## config.mk

```make
export PLATFORM = sky130hd
export DESIGN_NAME = fetch_pc_ctrl
export DESIGN_NICKNAME = d
export VERILOG_FILES = /design/src/rtl/bp_pkg.sv /design/src/rtl/pht_2bit.sv /design/src/rtl/fetch_pc_ctrl.sv
export SDC_FILE = /design/constraint.sdc
export NUM_CORES = 1
export LEC_CHECK = 0
export CAP_MARGIN = 30
export CORE_MARGIN = 5
export CORE_UTILIZATION = 40
export CTS_BUF_LIST = sky130_fd_sc_hd__clkbuf_2 sky130_fd_sc_hd__clkbuf_4 sky130_fd_sc_hd__clkbuf_8
export DETAILED_ROUTE_END_ITERATION = 7
export GPL_ROUTABILITY_DRIVEN = 0
export PLACE_DENSITY_LB_ADDON = 0.25
export REMOVE_ABC_BUFFERS = 1
export SLEW_MARGIN = 25
export SYNTH_ARGS = -nofsm -noshare
export SYNTH_HDL_FRONTEND = slang
export SYNTH_SLANG_ARGS = --single-unit
export TNS_END_PERCENT = 1
```

## constraint.sdc

```tcl
create_clock -name clock -period 5.7 [get_ports clock]
set_input_delay 1.14 -clock clock [delete_from_list [all_inputs] [get_ports clock]]
set_output_delay 1.14 -clock clock [all_outputs]
set_load 0.02 [all_outputs]
```

## src/rtl/bp_pkg.sv

```systemverilog
// Shared types for the fetch-stage branch predictor: counter encodings and fetch FSM states.
package bp_pkg;

  localparam int unsigned PHT_ROWS_DEF = 16;
  localparam int unsigned PHT_IDX_DEF  = $clog2(PHT_ROWS_DEF);

  typedef logic [1:0] ctr_t;

  typedef enum logic [1:0] {
    SNT = 2'b00,
    WNT = 2'b01,
    WT  = 2'b10,
    ST  = 2'b11
  } ctr_e;

  typedef enum logic [1:0] {
    StIdle,
    StRun,
    StRedirect
  } state_e;

  function automatic ctr_t ctr_train(input ctr_t cur, input logic taken);
    ctr_t res;
    res = cur;
    if (taken && cur != ctr_t'(ST)) res = cur + 2'd1;
    if (!taken && cur != ctr_t'(SNT)) res = cur - 2'd1;
    return res;
  endfunction

endpackage

```

## src/rtl/pht_2bit.sv

```systemverilog
// Table of 2-bit saturating direction counters; one async read port, one clocked update port.
module pht_2bit
  import bp_pkg::*;
#(
  parameter int unsigned PHT_ROWS = PHT_ROWS_DEF,
  parameter int unsigned PHT_IDX  = $clog2(PHT_ROWS)
) (
  input  logic               clock,
  input  logic               reset,
  input  logic [PHT_IDX-1:0] rd_idx,
  output ctr_t               rd_ctr,
  input  logic               upd_en,
  input  logic [PHT_IDX-1:0] upd_idx,
  input  logic               upd_taken
);

  ctr_t ctr_q [PHT_ROWS];
  ctr_t ctr_d [PHT_ROWS];

  // Read returns the pre-update value; no write-to-read bypass.
  assign rd_ctr = ctr_q[rd_idx];

  always_comb begin
    for (int i = 0; i < int'(PHT_ROWS); i++) ctr_d[i] = ctr_q[i];
    if (upd_en) ctr_d[upd_idx] = ctr_train(ctr_q[upd_idx], upd_taken);
  end

  always_ff @(posedge clock) begin
    for (int i = 0; i < int'(PHT_ROWS); i++) begin
      if (reset) ctr_q[i] <= ctr_t'(WNT);
      else       ctr_q[i] <= ctr_d[i];
    end
  end

endmodule

```

## src/rtl/fetch_pc_ctrl.sv

```systemverilog
// Fetch PC register, next-PC selection, redirect FSM and direction prediction using the BTB
// result combined with a local 2-bit counter table.
module fetch_pc_ctrl
  import bp_pkg::*;
#(
  parameter int unsigned PHT_ROWS = PHT_ROWS_DEF,
  parameter int unsigned PHT_IDX  = $clog2(PHT_ROWS),
  parameter logic [31:0] RESET_PC = 32'h0
) (
  input  logic        clock,
  input  logic        reset,
  input  logic        enable,
  input  logic        if_stall,
  input  logic        if_branch,
  input  logic [31:0] target_pc,
  input  logic        valid_target,
  input  logic        ex_en_branch,
  input  logic [31:0] ex_pc,
  input  logic        ex_branch_taken,
  input  logic        ex_mispredict,
  input  logic [31:0] ex_redirect_pc,
  output logic [31:0] current_pc,
  output logic [31:0] next_pc,
  output logic        pred_taken,
  output logic        if_valid,
  output logic [31:0] mispredict_count
);

  state_e      state_q, state_d;
  logic [31:0] pc_q, pc_d;
  logic [31:0] cnt_q, cnt_d;
  ctr_t        rd_ctr;

  pht_2bit #(
    .PHT_ROWS(PHT_ROWS),
    .PHT_IDX (PHT_IDX)
  ) u_pht (
    .clock    (clock),
    .reset    (reset),
    .rd_idx   (pc_q[PHT_IDX+1:2]),
    .rd_ctr   (rd_ctr),
    .upd_en   (ex_en_branch & enable),
    .upd_idx  (ex_pc[PHT_IDX+1:2]),
    .upd_taken(ex_branch_taken)
  );

  assign current_pc       = pc_q;
  assign mispredict_count = cnt_q;
  assign pred_taken       = if_branch & valid_target & rd_ctr[1];

  always_comb begin
    if (ex_mispredict)                          next_pc = ex_redirect_pc;
    else if (state_q != StRun || if_stall)      next_pc = pc_q;
    else if (pred_taken)                        next_pc = target_pc;
    else                                        next_pc = pc_q + 32'd4;
  end

  always_comb begin
    state_d  = state_q;
    pc_d     = pc_q;
    cnt_d    = cnt_q;
    if_valid = 1'b0;
    if (enable) begin
      pc_d = next_pc;
      if (ex_mispredict && cnt_q != 32'hFFFF_FFFF) cnt_d = cnt_q + 32'd1;
      unique case (state_q)
        StIdle: state_d = StRun;
        StRun: begin
          if_valid = ~if_stall & ~ex_mispredict;
          if (ex_mispredict) state_d = StRedirect;
        end
        StRedirect: state_d = ex_mispredict ? StRedirect : StRun;
        default: state_d = StIdle;
      endcase
    end
  end

  always_ff @(posedge clock) begin
    if (reset) begin
      state_q <= StIdle;
      pc_q    <= RESET_PC;
      cnt_q   <= 32'd0;
    end else begin
      state_q <= state_d;
      pc_q    <= pc_d;
      cnt_q   <= cnt_d;
    end
  end

endmodule

```

# Word level (Yosys, flattened, before mapping)
# Memory sizes are Yosys's and may differ from the RTL's. A register that Yosys moved wholly into a read port is not among the register bits.
# Index checks and enable logic that the tools add are counted.
# totals
input_bits,105
ram_bits,32
out_inout_bits,98
regBits,66
n_memories,1
word_cells,85
# classes
n_reduce_logical,10
mux,36
n_bitwise,23
n_addsub,4
magnitude_cmp,2
eq_ne,6
# memory_table
memory,depth,word_bits,rd,rd_clocked_by_memory_dff,write_ports,line_no,rtl
u_pht.ctr_q,16,2,18,1,16,pht_2bit.sv:17,ctr_t ctr_q [PHT_ROWS];
# op_table
operator,count
2-to-1 mux 32 bit,4
2-to-1 mux 2 bit,22
adder 32 x 1 -> 32 bit (second input constant),1
adder 32 x 3 -> 32 bit (second input constant),1
bitwise mux 32 bit,1
inequality test 32 bit (second input constant),1
OR 1 bit,16
demux 2 bit (select 4 bit),1
2-to-1 mux 4 bit,2
case mux 2 bit (3 select lines),1
greater-or-equal comparator 5 bit (second input constant),1
less-than comparator 5 x 1 -> 1 bit (second input constant),1
2-to-1 mux 1 bit,5
NOT 4 -> 5 bit,1
bitwise AND 1 bit,4
logical AND 1 bit,4
inequality test 2 bit (second input constant),2
AND reduction 2 bit,2
adder 2 x 1 -> 2 bit (second input constant),1
equality test 2 x 1 -> 1 bit (second input constant),1
equality test 2 bit (second input constant),1
logical NOT 2 bit,1
inequality test 2 x 1 -> 1 bit (second input constant),1
NOT 1 bit,2
4 further kinds,4

# Longest topological paths before layout
# An unclocked memory read counts as a cell.
# depth
word_depth,9
depth_mapped,11
mapped_depth_nobuf,9

# Modules after synthesis
# Synthesis repeated with hierarchy kept, for this count alone.
# hier_totals
cells_unflattened,803
hier_area_um2,6667.6
# by_module_without_submodules
mod,area_each_um2,seq_area_each_um2,n_inst,cells_each
fetch_pc_ctrl,4777.1,1321.3,1,624
pht_2bit,1890.6,640.6,1,179

# Least setup slack after synthesis
# Ideal clock, no wire load.
# synth_timing
path_kind,input to output
startpoint,input if_branch
endpoint,output next_pc[30]
n_path_buf,3
required_ns,4.560
path_stages,9
path_slack_ns,1.510
arrival_ns,3.050
path_cell_list,and3_1 -> a22oi_1 -> o211a_1 -> buf_4 -> buf_4 -> buf_2 -> o21ai_0 -> a21oi_1 -> o41ai_1
# synth_between
elab_chain_cells,5
# synth_rtl
item,line_no,rtl
"start, declared",fetch_pc_ctrl.sv:14,"input logic if_branch,"
bitwise AND 1 bit (2 in series),fetch_pc_ctrl.sv:49,assign pred_taken = if_branch & valid_target & rd_ctr[1];
2-to-1 mux 32 bit,fetch_pc_ctrl.sv:54,else if (pred_taken) next_pc = target_pc;
2-to-1 mux 32 bit,fetch_pc_ctrl.sv:53,else if (state_q != StRun || if_stall) next_pc = pc_q;
2-to-1 mux 32 bit,fetch_pc_ctrl.sv:52,if (ex_mispredict) next_pc = ex_redirect_pc;
"end, declared",fetch_pc_ctrl.sv:23,"output logic [31:0] next_pc,"
# No other way between the ends.

# Final worst setup path
# layout_timing
startpoint,input if_branch
endpoint,output next_pc[12]
# The elaborated chain is that of the path after synthesis.

==> impl_metrics.py <==
metrics = {
    "status": {
        "status": "complete, no violations",
    },
    "synthesis": {
        "synth_commonest_cells": "102 x dfxtp_1, 96 x nand2_1, 76 x nor2_1, 74 x o21ai_0, 45 x nand3_1",
        "avgSynthCellArea_um2": 7.77,
        "synth_most_common_cell": "dfxtp_1",
        "yosysWarningCount": 0,
        "yosys-top-cells-area": "dfxtp_1 33%, o21ai_0 5.9%, nand2_1 5.7%",
        "synthFlopType": "dfxtp_1",
        "synth_area_leader_cell": "dfxtp_1",
        "synthCells": 808,
        "synth_top_area_share_pct": 32.5,
        "synth-edff-count": 0,
        "synthArstFlopShare_pct": 0,
        "yosysSeqAreaShare_pct": 32.5,
        "ys_types": 64,
        "ys_ff_latch": 102,
        "synth_area_um2": 6280,
    },
    "placed_design": {
        "hpwl_um": 14700,
        "dpl_worst_slack_ns": 0.569,
        "portBuffers": 174,
        "place_area_um2": 8130,
    },
    "setup_path": {
        "required_ns": 4.56,
        "crit_chain": "clkdlybuf4s50_1 > and3_1 > a22oi_1 > o211a_1 > inv_2 > and3_1 > a211oi_1 > o21ai_0 > clkdlybuf4s50_1",
        "slowest_stage": "clkdlybuf4s50_1",
        "arrival_ns": 4.05,
        "r2r_cells": 7,
        "slowest_delay_ns": 0.59,
        "end_kind": "output pin",
        "worstPathMaxFanout": 25,
        "crit_type": "input pin to output pin",
        "cp-start-kind": "input pin",
    },
    "floorplanning": {
        "initial_utilization_pct": 41.0,
        "core-area_um2": 15300,
        "dieArea_um2": 18300,
        "num_io_pins": 203,
        "die_h_um": 135,
        "die-width_um": 135,
        "rows": 45,
    },
    "clock_tree": {
        "cts_htree_levels": 3,
        "path_clk_slew_ns": 0.09,
        "clock_sinks": 102,
        "cts_setup_buffers": 0,
        "cts-resized-gates": 0,
        "cts_made_buffers": 9,
        "clock_latency_ns": 0.39,
        "cts_tree": "yes",
        "cts-hold-fix-buffers": 0,
        "cts-root-buf": "clkbuf_8",
        "clockBufferDepth": 2,
    },
    "finish": {
        "final_nets": 1057,
        "drive_gt1_share_pct": 6.93,
        "syn_to_final_growth_pct": 32.1,
        "final_core_util_pct": 54.2,
        "final_cell_area_um2": 8290,
        "n_antenna_cell": 0,
    },
    "route": {
        "avgRoutedWirePerCell_um": 17.6,
        "wl_um": 20400,
        "drtIter0Drc": 453,
        "vias_per_cell": 5.64,
        "drt.antenna.violating_nets": 0,
        "drc": 0,
        "drt_first_pass_iters": 5,
        "num_vias": 6558,
    },
    "sta": {
        "period_share_pct": 91.1,
        "setup_viol": 0,
        "tns_ns": 0,
        "finalHoldViolations": 0,
        "rsz0062_at_grt": "false",
        "whs_ns": 0.483,
        "slew_viol_final": 0,
        "fin_skew_ns": 0.0127,
        "finalCriticalPeriod_ns": 5.19,
        "tightest_slew_ns": 0.694,
        "setup_slack_ns": 0.506,
        "max_slew_margin_pct": 53.6,
        "fmax_mhz": 193,
    },
    "flow_run": {
        "cap_violations": 0,
    },
    "global_routing": {
        "grt_pass1_wl_um": 32000,
        "grt_antenna_before_repair": 0,
        "grt_usage_pct": 21.5,
        "grt_max_degree": 62,
        "grt_overflow": 0,
        "grt_pass1_vias": 6061,
    },
    "power_and_ir_drop": {
        "p_leak_uw": 0.00278,
        "vdd_drop_max_v": 0.000112,
        "powerDensity_nw_per_um2": 186,
    },
    "min_path": {
        "hold_path_class": "register to register",
        "holdPathStages": 2,
    },
}
[area by class of cell]
class	count	area, µm²
Fill cell	1468	7020
Clock inverter	5	36.3
Tap cell	211	264
Clock buffer	10	131
Inverter	23	86.3
Sequential cell	102	2040
Timing Repair Buffer	187	1840
Multi-Input combinational cell	625	3900
[power breakdown]
part	internal (µW)	total [µW]	switching, µW
clock network	162	432	269
logic	164	347	183
registers	734	767	32.6
total	1060	1550	485
[path summary, 6_finish.rpt]
kind	from	to	slack (ns)
setup / recovery	if_branch	next_pc[12]	0.51
hold / removal	u_pht.ctr_q[12][1]	u_pht.ctr_q[12][1]	0.48
setup reg to reg	register	current_pc[3]	2.81
hold reg to reg	u_pht.ctr_q[12][1]	u_pht.ctr_q[12][1]	0.48
[stage by stage]
stage | cells | total power (µW)
floorplan | 750 | 930
global placement | 1147 | 1120
detailed placement | 1148 | 1130
CTS | 1163 | 1560
global route | 1163 | 1610
finish | 1163 | 1550
[routing by layer]
metal | vias up | global-route usage (%) | wire (µm) | part of all wire (%)
met5 | - | 0 | 0 | 0
met4 | 0 | 6.72 | 457 | 2.2
met3 | 35 | 4.98 | 1250 | 6.1
met2 | 230 | 34.2 | 9520 | 47
met1 | 3035 | 29.0 | 9200 | 45
li1 | 3258 | - | - | -
[worst max-delay path, delay by kind of cell]
kind | cells | cell delay (ns)
buffers and inverters | 3 | 1.37
AO/OA/AOI/OAI | 4 | 1.07
AND/OR/NAND/NOR | 2 | 0.48
[sequential cells by signal, indices dropped and copies added (netlist names), named ones only]
name and flops:
current_pc 32, mispredict_count 32, state_q 2, u_pht.ctr_q 32
[kinds of logic after synthesis]
| family | count (synthesis) | synth area share (%) |
|---|---|---|
| simple gates | 347 | 27.4 |
| compound gates | 203 | 20.4 |
| flops | 102 | 32.5 |
| buf+inv | 81 | 5.46 |
| mux | 43 | 9.49 |
| xor+xnor | 28 | 3.91 |
| fa+ha+maj | 4 | 0.797 |
[cell usage in the layout, fill, tap and decap left out, types with 11 or more instances in the layout]
cell type        instances
a21oi_1                 40
a311oi_1                16
a31oi_1                 11
and3_1                  19
buf_4                   12
clkdlybuf4s50_1        172
dfxtp_1                102
inv_1                   22
mux2_2                  12
mux2i_1                 19
mux4_2                  12
nand2_1                 96
nand3_1                 45
nor2_1                  76
nor3_1                  29
nor4_1                  17
o21ai_0                 74
or3_1                   13
xnor2_1                 27
Note: power is estimated with default switching activity, not from simulation.
